$ cat src/rtl/addsub_pkg.sv
// Shared types and constants for the serial adder/subtractor.
package addsub_pkg;

    typedef enum logic [1:0] {
        IDLE,
        RUN,
        DONE
    } state_t;

    localparam logic OP_ADD = 1'b0;
    localparam logic OP_SUB = 1'b1;

    typedef struct packed {
        logic v;
        logic n;
        logic c;
        logic z;
    } flags_t;

endpackage

$ cat src/rtl/addsub_digit.sv
// DIGIT-bit ripple-carry slice; also exposes the carry into its MSB for overflow detection.
module addsub_digit #(
    parameter int DIGIT = 2
) (
    input  logic [DIGIT-1:0] a_d,
    input  logic [DIGIT-1:0] b_d,
    input  logic             cin,
    output logic [DIGIT-1:0] s_d,
    output logic             cout,
    output logic             c_top_in
);

    logic c;

    always_comb begin
        s_d      = '0;
        c_top_in = 1'b0;
        c        = cin;
        for (int i = 0; i < DIGIT; i++) begin
            if (i == DIGIT - 1) begin
                c_top_in = c;
            end
            s_d[i] = a_d[i] ^ b_d[i] ^ c;
            c      = (a_d[i] & b_d[i]) | (a_d[i] & c) | (b_d[i] & c);
        end
        cout = c;
    end

endmodule

$ cat src/rtl/serial_addsub.sv
// Multi-cycle add/subtract with V/N/C/Z flags, DIGIT bits per clock behind valid/ready.
// Define SERIAL_ADDSUB_SAT_EN to saturate the result to the signed limit on overflow.
module serial_addsub
    import addsub_pkg::*;
#(
    parameter int WIDTH = 8,
    parameter int DIGIT = 2
) (
    input  logic             clk,
    input  logic             rst_n,
    input  logic             in_valid,
    output logic             in_ready,
    input  logic             op,
    input  logic [WIDTH-1:0] a,
    input  logic [WIDTH-1:0] b,
    output logic             out_valid,
    input  logic             out_ready,
    output logic [WIDTH-1:0] result,
    output logic             V,
    output logic             N,
    output logic             C,
    output logic             Z
);

    localparam int NSTEP = WIDTH / DIGIT;
    localparam int SW    = (NSTEP > 1) ? $clog2(NSTEP) : 1;
    localparam logic [SW-1:0] LAST = SW'(NSTEP - 1);

    state_t           state;
    logic [WIDTH-1:0] a_sh;
    logic [WIDTH-1:0] b_sh;
    logic             op_r;
    logic             carry;
    logic [SW-1:0]    step;
    logic [WIDTH-1:0] res_r;
    flags_t           flags_r;
    logic             out_valid_r;

    logic [DIGIT-1:0] s_d;
    logic             cout;
    logic             c_top_in;
    logic             v_raw;
    logic             c_flag;
    logic [WIDTH-1:0] res_next;
    logic [WIDTH-1:0] res_fin;

`ifdef SERIAL_ADDSUB_SAT_EN
    logic             a_msb;
`endif

    addsub_digit #(
        .DIGIT(DIGIT)
    ) u_digit (
        .a_d     (a_sh[DIGIT-1:0]),
        .b_d     (b_sh[DIGIT-1:0]),
        .cin     (carry),
        .s_d     (s_d),
        .cout    (cout),
        .c_top_in(c_top_in)
    );

    // res_fin is only meaningful on the last step, where the slice carries are the MSB's.
    always_comb begin
        res_next = res_r;
        res_next[int'(step)*DIGIT +: DIGIT] = s_d;
        v_raw    = c_top_in ^ cout;
        c_flag   = (op_r == OP_SUB) ? ~cout : cout;
        res_fin  = res_next;
`ifdef SERIAL_ADDSUB_SAT_EN
        if (v_raw) begin
            res_fin = a_msb ? {1'b1, {(WIDTH-1){1'b0}}} : {1'b0, {(WIDTH-1){1'b1}}};
        end
`endif
    end

    always_ff @(posedge clk or negedge rst_n) begin
        if (!rst_n) begin
            state       <= IDLE;
            a_sh        <= '0;
            b_sh        <= '0;
            op_r        <= 1'b0;
            carry       <= 1'b0;
            step        <= '0;
            res_r       <= '0;
            flags_r     <= '0;
            out_valid_r <= 1'b0;
`ifdef SERIAL_ADDSUB_SAT_EN
            a_msb       <= 1'b0;
`endif
        end else begin
            case (state)
                IDLE: begin
                    if (in_valid) begin
                        a_sh  <= a;
                        b_sh  <= (op == OP_SUB) ? ~b : b;
                        op_r  <= op;
                        carry <= op;
                        step  <= '0;
                        state <= RUN;
`ifdef SERIAL_ADDSUB_SAT_EN
                        a_msb <= a[WIDTH-1];
`endif
                    end
                end
                RUN: begin
                    a_sh  <= a_sh >> DIGIT;
                    b_sh  <= b_sh >> DIGIT;
                    carry <= cout;
                    res_r <= res_next;
                    step  <= step + 1'b1;
                    if (step == LAST) begin
                        res_r       <= res_fin;
                        flags_r     <= '{v: v_raw, n: res_fin[WIDTH-1], c: c_flag, z: (res_fin == '0)};
                        out_valid_r <= 1'b1;
                        step        <= '0;
                        state       <= DONE;
                    end
                end
                DONE: begin
                    if (out_ready) begin
                        out_valid_r <= 1'b0;
                        state       <= IDLE;
                    end
                end
                default: state <= IDLE;
            endcase
        end
    end

    assign in_ready  = (state == IDLE);
    assign out_valid = out_valid_r;
    assign result    = res_r;
    assign V         = flags_r.v;
    assign N         = flags_r.n;
    assign C         = flags_r.c;
    assign Z         = flags_r.z;

endmodule
$ cat config.mk
export PLATFORM = sky130hd
export DESIGN_NAME = serial_addsub
export DESIGN_NICKNAME = d
export VERILOG_FILES = /design/src/rtl/addsub_pkg.sv /design/src/rtl/addsub_digit.sv /design/src/rtl/serial_addsub.sv
export SDC_FILE = /design/constraint.sdc
export NUM_CORES = 1
export LEC_CHECK = 0
export CAP_MARGIN = 20
export CORE_MARGIN = 5
export CORE_UTILIZATION = 50
export CTS_BUF_LIST = sky130_fd_sc_hd__clkbuf_8
export CTS_CLUSTER_DIAMETER = 150
export CTS_CLUSTER_SIZE = 10
export DETAILED_ROUTE_END_ITERATION = 8
export PLACE_DENSITY = 0.74
export SKIP_LAST_GASP = 1
export SLEW_MARGIN = 20
export SYNTH_ARGS = -nofsm -noshare
export SYNTH_HDL_FRONTEND = slang
export SYNTH_SLANG_ARGS = --single-unit
$ cat constraint.sdc
create_clock -name clk -period 4.75 [get_ports clk]
set_input_delay 0.95 -clock clk [delete_from_list [all_inputs] [get_ports clk]]
set_output_delay 0.95 -clock clk [all_outputs]
set_load 0.005 [all_outputs]
Word level (Yosys, flattened, before mapping)
Cells that the tools add are included.
{"block": "totals", "ff_bits": 35, "latch_bits": 0, "ramBits": 0, "rom_bits": 0, "inputBits": 21, "out_inout_bits": 14, "word_cells": 67, "n_memories": 0}
{"block": "op_classes", "addsub": 2, "mul": 0, "div": 0, "n_lt_le_gt_ge": 0, "n_eq_ne": 6, "shift": 2, "mux": 19, "bitwise": 17, "n_reduce_logical": 9}
{"cell": "$neg A3 Y33", "count": 1}
{"cell": "$shift A2 B33 Y8 const A", "count": 1}
{"cell": "$shiftx A2 B33 Y8", "count": 1}
{"cell": "$pmux W8 S2", "count": 2}
{"cell": "$mux W8", "count": 3}
{"cell": "$mux W2", "count": 5}
{"cell": "$bwmux W8", "count": 1}
{"cell": "$logic_not A8 Y1", "count": 1}
{"cell": "$not A8 Y8", "count": 1}
{"cell": "$and A1 B1 Y1", "count": 6}
{"cell": "$ne A2 B2 Y1 const B", "count": 3}
{"cell": "$pmux W2 S3", "count": 1}
{"cell": "$reduce_and A2 Y1", "count": 3}
{"cell": "$reduce_and A3 Y1", "count": 2}
{"cell": "$xor A1 B1 Y1", "count": 5}
{"cell": "$eq A2 B2 Y1 const B", "count": 2}
{"cell": "$mux W1", "count": 4}
{"cell": "$or A1 B1 Y1", "count": 4}
{"cell": "$pmux W1 S2", "count": 2}
{"cell": "$pmux W2 S2", "count": 1}
{"cell": "$reduce_bool A2 Y1", "count": 2}
{"cell": "$add A2 B1 Y2 const B", "count": 1}
{"cell": "$eq A2 B1 Y1 const B", "count": 1}
{"cell": "$logic_not A2 Y1", "count": 1}
{"cell": "$not A1 Y1", "count": 1}

Longest topological paths before layout
{"block": "logic_depth", "depth_word": 8, "mapped_depth": 7, "mapped_depth_nobuf": 7}

Modules after synthesis
From an unflattened synthesis, not the netlist that was laid out.
{"block": "unflattened", "cells_unflattened": 194, "area_unflattened_um2": 1789.2}
{"mod": "serial_addsub", "n_inst": 1, "cells_each": 183, "area_each_um2": 1715.4, "seq_area_each_um2": 875.8}
{"mod": "addsub_digit", "n_inst": 1, "cells_each": 11, "area_each_um2": 73.8, "seq_area_each_um2": 0.0}

Least setup slack after synthesis
OpenSTA, ideal clock, no wires.
{"block": "synth_timing", "path_type": "register to register", "start": "register a_sh[0]", "end": "register flags_r, in the netlist Z", "setup_time_ps": 125, "arrival_ps": 1937, "t_required_ps": 4625, "setup_slack_ps": 2688, "stages_incl_launch_ff": 8, "path_buffers": 0, "synth_period_minus_slack_ps": 2062, "cell_sequence": "dfrtp_1 > fa_1 > inv_1 > fa_1 > nor4b_1 > mux2i_1 > nand4_1 > o31ai_2"}
{"block": "synth_via", "elab_chain_cells": 7, "word_cells_on_any_way": 10, "cone_classes": "shift: 1; mux: 1; bitwise: 7; reduce/logical: 1"}
{"element": "from (decl)", "line": "serial_addsub.sv:30", "source": "logic [WIDTH-1:0] a_sh;"}
{"element": "from (signal assigned)", "line": "serial_addsub.sv:106", "source": "a_sh <= a_sh >> DIGIT;"}
{"element": "$and A1 B1 Y1", "line": "addsub_digit.sv:24", "source": "c = (a_d[i] & b_d[i]) | (a_d[i] & c) | (b_d[i] & c);"}
{"element": "$or A1 B1 Y1 (2 in a row)", "line": "addsub_digit.sv:24"}
{"element": "$xor A1 B1 Y1", "line": "addsub_digit.sv:23", "source": "s_d[i] = a_d[i] ^ b_d[i] ^ c;"}
{"element": "$shiftx A2 B33 Y8 *", "line": "serial_addsub.sv:65", "source": "res_next[int'(step)*DIGIT +: DIGIT] = s_d;"}
{"element": "$bwmux W8 *", "line": "serial_addsub.sv:65"}
{"element": "$logic_not A8 Y1 *", "line": "serial_addsub.sv:113", "source": "flags_r <= '{v: v_raw, n: res_fin[WIDTH-1], c: c_flag, z: (res_fin == '0)};"}
{"element": "to (signal assigned)", "line": "serial_addsub.sv:113"}
{"element": "to (decl)", "line": "serial_addsub.sv:36", "source": "flags_t flags_r;"}
Every way passes the cells marked *; elsewhere a longest branch is shown, timed or not.
A chain may end at the register's enable or synchronous reset.

Final worst setup path
{"block": "layout_timing", "start": "register state[0]", "end": "output port in_ready"}
{"block": "layout_via", "elab_chain_cells": 1}
{"element": "from (decl)", "line": "serial_addsub.sv:29", "source": "state_t state;"}
{"element": "from (signal assigned)", "line": "serial_addsub.sv:78", "source": "state <= IDLE;"}
{"element": "from (signal assigned)", "line": "serial_addsub.sv:99", "source": "state <= RUN;"}
{"element": "from (signal assigned)", "line": "serial_addsub.sv:116", "source": "state <= DONE;"}
{"element": "$logic_not A2 Y1", "line": "serial_addsub.sv:130", "source": "assign in_ready = (state == IDLE);"}
{"element": "to (decl)", "line": "serial_addsub.sv:12", "source": "output logic in_ready,"}
Every way passes these cells.

==> flow_metrics.py <==
metrics = {
    "outcome": {
        "status": "finished clean",
    },
    "grt": {
        "grt_use_total_pct": 16.3,
        "grt_pass1_wl_mm": 6.47,
        "grt.overflow.total": 0,
        "grt_pass1_vias": 1456,
        "antenna_found_initial": 0,
        "grt_max_degree": 36,
    },
    "yosys": {
        "netlist-cell-type-count": 30,
        "yosysWarnings": 0,
        "ys_seq_area_share_pct": 50.1,
        "syn_nets": 212,
        "synth-edff-count": 0,
        "yosysTopAreaCell": "dfrtp_1",
        "yosysMostFrequentCell": "nand2_1",
        "synth_top_area_share_pct": 50.1,
        "synth.avg_cell_area_um2": 9.54,
        "netlist_instances": 183,
        "synth_area_leaders": "dfrtp_1 (50%), nand2_1 (7.7%), nor2_1 (4.5%)",
        "ys.flop_type": "dfrtp_1",
        "synthArstFlopShare_pct": 100,
        "synth_area_um2": 1750,
        "synthTopCellsByCount": "nand2_1 (36), dfrtp_1 (35), nor2_1 (21)",
        "ys_ff_latch": 35,
    },
    "critical_path": {
        "worstSetupPathType": "flop to output pin",
        "worstReg2RegEnd": "Z",
        "critPathRequiredTime_ps": 3800,
        "crit_fanout": 6,
        "crit_path_cell_trace": "nor2_1 -> clkdlybuf4s50_1",
        "r2r_start": "a_sh[0]",
        "path_depth": 2,
        "start_kind": "flop",
        "cp_top_family": "buffers and inverters",
        "worstPathArrival_ps": 1380,
        "cp_slowest_stage_delay_ps": 530,
        "critical_path_buf_inv_count": 1,
        "rr_worst_depth": 7,
        "r2r_setup_slack_ps": 2450,
        "crit_slowest_cell": "clkdlybuf4s50_1",
        "end_kind": "output pin",
    },
    "route": {
        "vias": 1395,
        "ant_nets": 0,
        "drtPass1Iterations": 4,
        "drc_errors": 0,
        "routed_via_density": 5.22,
        "first_iter_violations": 62,
        "routed_wl_mm": 3.49,
        "wl_per_cell_um": 13.1,
    },
    "clock_tree": {
        "postCtsSetupBuffers": 0,
        "hold_buffers": 0,
        "cts_tree": "built",
        "insertion_delay_ps": 280,
        "cts_buffer_depth": 2,
        "cts_sinks": 35,
        "htreeDepth": 2,
        "cts-root-buf": "clkbuf_8",
        "cts_buffers": 5,
        "cts_resized": 0,
        "path_clk_slew_ps": 70,
    },
    "layout": {
        "multi_input_area_um2": 813,
        "fillers": 301,
        "syn_to_final_growth_pct": 26.7,
        "regArea_um2": 876,
        "nets": 249,
        "drive_above_1_share_pct": 5.43,
        "diodes": 0,
    },
    "power": {
        "p_sw_share_pct": 40.6,
        "p_switching_uw": 598,
        "intPower_uw": 876,
        "pwr_density_cell_nw_per_um2": 666,
        "power_leakage_nw": 0.968,
        "p_comb_share_pct": 50.6,
        "ir_drop_mv": 0.366,
        "pwr-share-seq_pct": 36.1,
        "pwr-share-clk_pct": 13.3,
    },
    "sta": {
        "slew_headroom_pct": 60.9,
        "finClkSkew_ps": 4.67,
        "period_share_pct": 49.0,
        "fin_crit_ps": 2330,
        "hold_viol_final": 0,
        "hold_ws_ps": 477,
        "rsz0062_at_grt": "no",
        "worst_slew_pin_slew_ps": 585,
        "fin_ws_ps": 2420,
        "tns_ps": 0,
        "fmax_ghz": 0.430,
        "slew_violations": 0,
        "setup_viol": 0,
    },
    "place": {
        "place.gp.congestion": 0.784,
        "hpwlAfterDp_mm": 2.59,
        "dpl_worst_slack_ps": 2330,
        "numPortBuffers": 34,
    },
    "die": {
        "die-area_um2": 4780,
        "core_area_um2": 3360,
        "die_x_um": 69.1,
        "start_util_pct": 51.9,
        "io_pins": 35,
        "num_rows": 21,
        "die_h_um": 69.1,
    },
    "job": {
        "maxCapViolations": 0,
    },
    "hold_path": {
        "hold_class": "flop to flop",
        "min_to": "a_sh[1]",
        "min_from": "a_sh[3]",
        "min_path_cells": 2,
    },
}
cells in the final DEF (no fill, tap or decap), drive strengths merged, types with 5 or more instances in the layout:
master         instances
a31oi                  7
a21oi                  7
dfrtp                 35
clkdlybuf4s50         34
o21ai                 11
xnor2                  8
nor2                  21
inv                   10
nand2                 37
a221o                  6
nand3                  6
ha                     6
clkbuf                 5
tightest hold or removal path: cells and delay by family, from the launching register on:
kind | cells | cell delay [ps]
DFF | 1 | 340
AOI/OAI and AO/OA | 1 | 60
and+or+nand+nor | 1 | 40
area by class of cell:
class / instances / area share (%)
clock buffer: 5 / 3.11
inverter: 8 / 1.36
tap: 46 / 2.60
sequential: 35 / 39.6
timing repair buffer: 36 / 16.1
clock inverter: 3 / 0.565
multi-input combinational: 134 / 36.7
flip-flops by register name, indices dropped and copies added, names as in the netlist:
name / cells
a_sh: 8
Z: 1
b_sh: 8
result: 8
step: 2
op_r: 1
C: 1
N: 1
state: 2
V: 1
out_valid: 1
carry: 1
stage by stage:
step	instance area [um^2]	power, mW	utilization (%)	std cells
2_1_floorplan	1750	1.03	-	183
3_3_place_gp	2130	1.26	63.4	259
3_5_place_dp	2130	1.29	63.4	259
4_1_cts	2210	1.49	65.8	267
5_1_grt	2210	1.62	65.8	267
6_report	2210	1.47	65.8	267
power by group through the flow:
stage | logic (mW) | registers [mW] | clock network [mW]
5_1_grt | 0.849 | 0.549 | 0.219
3_5_place_dp | 0.752 | 0.536 | 0
3_3_place_gp | 0.725 | 0.531 | 0
4_1_cts | 0.753 | 0.533 | 0.204
2_1_floorplan | 0.513 | 0.520 | 0
6_report | 0.745 | 0.532 | 0.197
logic make-up after synthesis:
group / synth area share [%]
and+or+nand+nor: 19.1
buffers and inverters: 3.30
DFF: 50.1
muxes: 1.22
xor gates and xnor gates: 5.01
adders and majority gates: 6.59
AOI/OAI and AO/OA: 14.6
worst max-delay path by stage:
stage,end,from
floorplan,Z,a_sh[0]
global placement,b_sh[2],in_valid
detailed placement,b_sh[0],in_valid
CTS,in_ready,state[0]
global route,Z,a_sh[0]
finish,in_ready,state[0]
per-layer routing:
metal | part of all wire, % | GRT usage, % | vias up | routed length (um)
li1 | - | - | 699 | -
met1 | 43 | 19.5 | 652 | 1510
met3 | 6.4 | 5.23 | 4 | 224
met2 | 49 | 27.5 | 40 | 1730
met5 | 0 | 0 | - | 0
met4 | 0.74 | 5.64 | 0 | 26
Note: power is estimated with default switching activity, not from simulation.
==> RTL change 1, RTL diff (config.mk and constraints unchanged) <==
`DIGIT` is set to 2 in 2 places; all go to 4.
--- a/src/rtl/addsub_digit.sv
+++ b/src/rtl/addsub_digit.sv
@@ -1,6 +1,6 @@
 // DIGIT-bit ripple-carry slice; also exposes the carry into its MSB for overflow detection.
 module addsub_digit #(
-    parameter int DIGIT = 2
+    parameter int DIGIT = 4
 ) (
     input  logic [DIGIT-1:0] a_d,
     input  logic [DIGIT-1:0] b_d,
--- a/src/rtl/serial_addsub.sv
+++ b/src/rtl/serial_addsub.sv
@@ -4,7 +4,7 @@
     import addsub_pkg::*;
 #(
     parameter int WIDTH = 8,
-    parameter int DIGIT = 2
+    parameter int DIGIT = 4
 ) (
     input  logic             clk,
     input  logic             rst_n,
Check against the original RTL: not equivalent (Yosys sat finds a counterexample within 4 cycles, from zero or initial values and one cycle with rst_n low).
==> RTL change 1 against the unedited design <==
Die area down 6.0%. Routed wire length shrank 13%. Total power decreased by 11%. Sequential cell count decreased by 1. First-iteration DRC count is 18% lower. Area after synthesis decreased by 6.9%. Register-to-register slack got worse by 0.40 ns. Cell area decreased by 7.0%. Non-clock buffer count decreased by 1. Worst setup slack got worse by 0.37 ns. Largest power group unchanged. Highest routed layer unchanged.
==> RTL change 1: results <==
group,metric,value,unit
power,leakage,0.893,nW
worst_setup_path,crit_fanout,4,
finish,stdcell_count,223,
synth,synth.area.top_cells,"dfrtp_1 52%, fa_1 4.9%, xnor2_1 4.3%",
clocking,cts_root_buffer,"clkbuf_8",
grt,use_met2,24.4,%
placement,dp_hpwl,2330,um
timing,skew,0.00480,ns
drt,wl_met3,212,um
synth,ys_top_cells_by_count,"34 x dfrtp_1, 10 x o21ai_0, 9 x inv_1, 9 x nand3_1",
placement,routabilityCongestion,0.856,
drt,vias_per_cell,5.05,
synth,synth.distinct_cells,31,
run_status,outcome,"finished clean",
worst_setup_path,cp_slowest_cell,"fa_1",
worst_hold_path,hold_end,"N$_DFFE_PN0P_",
grt,grt_pass1_wl,5290,um
worst_setup_path,reg2reg_slack,2.05,ns
placement,dpl_cell_area,1970,um2
worst_setup_path,crit_arrival,2.85,ns
worst_setup_path,worst_r2r_path_depth,8,
grt,grt_pass1_vias,1119,
synth,syn-num-nets,170,
finish,layout-drive-gt1-share,11.7,%
drt,wl_met1,1300,um
grt,grtUsageMet1,19.7,%
drt,wl_met2,1430,um
worst_setup_path,cp_top_family,"adder cells",
finish,nNetsFinal,203,
grt,met3_usage,4.89,%
placement,dp_slack,1.99,ns
worst_hold_path,hp-start,"N$_DFFE_PN0P_",
drt,drt_iter0_drc,51,
synth,yosysSeqAreaShare,52.3,%
grt,grt_max_degree,35,
timing,tightestPinTransition,0.855,ns
placement,place_inst,215,
worst_hold_path,holdPathStages,2,
synth,syn_area_per_cell,11.2,um2
timing,whs,0.478,ns
worst_setup_path,cp_slowest_stage_delay,0.47,ns
grt,grt_util_all_layers,15.9,%
[RTL change 1: cell count changes in the layout (fill, tap and decap cells not counted), moves of 5 or more]
cell / before / now
o21ai_2: 0 / 6
nand2_1: 36 / 8
mux2_2: 1 / 6
ha_1: 6 / 0
nor2_1: 21 / 7
a31oi_1: 7 / 0
[RTL change 1: layout make-up]
type / count / area, um2 / area share (%)
inverter: 9 / 33.8 / 1.64
timing repair buffer: 35 / 348 / 16.9
tap: 44 / 55.1 / 2.67
multi-input combinational: 93 / 679 / 33.0
clock inverter: 2 / 8.76 / 0.426
sequential: 34 / 851 / 41.3
clock buffer: 6 / 82.6 / 4.01
[RTL change 1: power by group]
| group | switching [mW] | internal, mW | total [mW] |
|---|---|---|---|
| registers | 0.113 | 0.421 | 0.535 |
| logic | 0.260 | 0.305 | 0.564 |
| clock network | 0.0983 | 0.115 | 0.213 |
[RTL change 1: kinds of logic after synthesis]
family / synth area share [%]
AOI/OAI and AO/OA: 16.1
xor gates and xnor gates: 5.39
adders and majority gates: 4.93
buffers and inverters: 5.85
DFF: 52.3
muxes: 4.16
and+or+nand+nor: 11.2
[RTL change 1: worst max-delay path by stage]
stage	startpoint	to	slack, ns	depth (start not counted)
3_5_place_dp	in_valid	carry$_DFFE_PN0P_	1.99	4
5_1_grt	a_sh[0]$_DFFE_PN0P_	Z$_DFFE_PN0P_	1.90	8
6_report	a_sh[0]$_DFFE_PN0P_	Z$_DFFE_PN0P_	2.05	8
4_1_cts	a_sh[0]$_DFFE_PN0P_	Z$_DFFE_PN0P_	2.04	8
3_3_place_gp	in_valid	carry$_DFFE_PN0P_	2.04	4
2_1_floorplan	a_sh[0]$_DFFE_PN0P_	Z$_DFFE_PN0P_	2.26	8
==> RTL change 2, RTL diff (same flow settings) <==
Without the edit above. Encoding of `state_t`: now one-hot (3 bits for 3 states).
--- a/src/rtl/addsub_pkg.sv
+++ b/src/rtl/addsub_pkg.sv
@@ -1,10 +1,10 @@
 // Shared types and constants for the serial adder/subtractor.
 package addsub_pkg;
 
-    typedef enum logic [1:0] {
-        IDLE,
-        RUN,
-        DONE
+    typedef enum logic [2:0] {
+        IDLE = 3'b001,
+        RUN  = 3'b010,
+        DONE = 3'b100
     } state_t;
 
     localparam logic OP_ADD = 1'b0;
Function: same outputs for any inputs over 10 cycles, from zero or initial values and one cycle with rst_n low; not proved beyond that.
==> RTL change 2 against the unedited design <==
Sequential power shrank 6.2%. Sequential cell count grew 1. Register-to-register slack gained 0.06 ns. Routed wire length grew 4.1%. Critical endpoint unchanged. Worst setup slack lost 0.31 ns. Largest power group unchanged. Count of clock-buffer cells in the layout is the same. Area after synthesis grew 3.7%. Highest routed layer unchanged. Cell area grew 2.8%. Total power shrank 13%. Sequential share of layout area grew 0.067 points.
==> RTL change 2: results <==
group,metric,value,unit
worst_setup_path,cp_slowest_stage_delay,0.61,ns
timing,skew,0.00791,ns
timing,tightestPinTransition,0.794,ns
synth,synthesis.area,1810,um2
run_status,outcome,"finished clean",
power,powerComb,518,uW
drt,drt_iter0_drc,64,
worst_setup_path,cp_slowest_cell,"dfstp_2",
timing,whs,0.478,ns
synth,synth.area.top_cells,"dfrtp_1 48%, nand2_1 5.2%, nor2_1 4.4%",
synth,yosysSeqAreaShare,49.8,%
grt,grt_pass1_vias,1555,
power,ir_worst_vdd,0.285,mV
finish,nNetsFinal,242,
worst_hold_path,hold_end,"Z$_DFFE_PN0P_",
finish,area_share_nonclk_buffers,15.3,%
placement,dpl_cell_area,2170,um2
finish,seqCellArea,902,um2
power,power_frac_clock,20.3,%
grt,grt_pass1_wl,6620,um
worst_hold_path,hp-start,"Z$_DFFE_PN0P_",
synth,syn-num-nets,209,
grt,grt_util_all_layers,16.7,%
placement,place_inst,252,
synth,ys_top_cells_by_count,"35 x dfrtp_1, 25 x nand2_1, 21 x nor2_1",
power,finalPower,1.28,mW
power,swShare,35.9,%
finish,n_all_buffers,35,
finish,n_all_inverters,7,
synth,syn_area_per_cell,10.1,um2
worst_setup_path,crit_fanout,7,
drt,wl_per_cell,14.0,um
finish,multi_input_area_share,36.7,%
drt,vias_per_cell,5.48,
timing,fmax,380,MHz
worst_setup_path,crit_start,"state[0]$_DFFE_PN1P_",
drt,wl,3640,um
finish,multi_input_area,835,um2
clocking,clk_path_buf_depth,2,
worst_setup_path,crit_arrival,1.68,ns
placement,dp_slack,1.91,ns
finish,nFillCells,292,
placement,dp_hpwl,2680,um
finish,design.seq.count,36,
power,leakage,0.981,nW
worst_setup_path,endpoint,"in_ready",
finish,multi_input_comb_cells,128,
grt,grt_max_degree,37,
finish,clockNetworkAreaShare,4.73,%
finish,layout-drive-gt1-share,5.14,%
placement,routabilityCongestion,0.775,
drt,detailedRoute.firstPassIterationCount,4,
synth,synth.distinct_cells,37,
RTL change 2: cell count changes after synthesis, sizes merged, moves of 2 or more:
| cell | unedited run | this run |
|---|---|---|
| a31oi | 7 | 4 |
| buf | 4 | 7 |
| nor4bb | 0 | 3 |
| a21oi | 7 | 2 |
| o31ai | 4 | 2 |
| mux2i | 1 | 4 |
| o21ai | 11 | 15 |
| nor3b | 4 | 2 |
| o22ai | 0 | 6 |
| a32o | 0 | 2 |
| nand2 | 37 | 25 |
RTL change 2: logic make-up after synthesis:
kind of cell / Yosys count / share of synthesized area (%)
AOI/OAI and AO/OA: 39 / 14.2
xor gates and xnor gates: 10 / 4.83
adders and majority gates: 8 / 6.35
buffers and inverters: 16 / 4.14
DFF: 36 / 49.8
muxes: 4 / 2.21
and+or+nand+nor: 67 / 18.5
RTL change 2: metal layers:
layer  vias up  share of wire, %  track usage, %
met5         -                 0               0
li1        695                 -               -
met1       687                44            19.2
met4         0               1.7            7.23
met2        36                50            28.6
met3         7               4.4            4.88
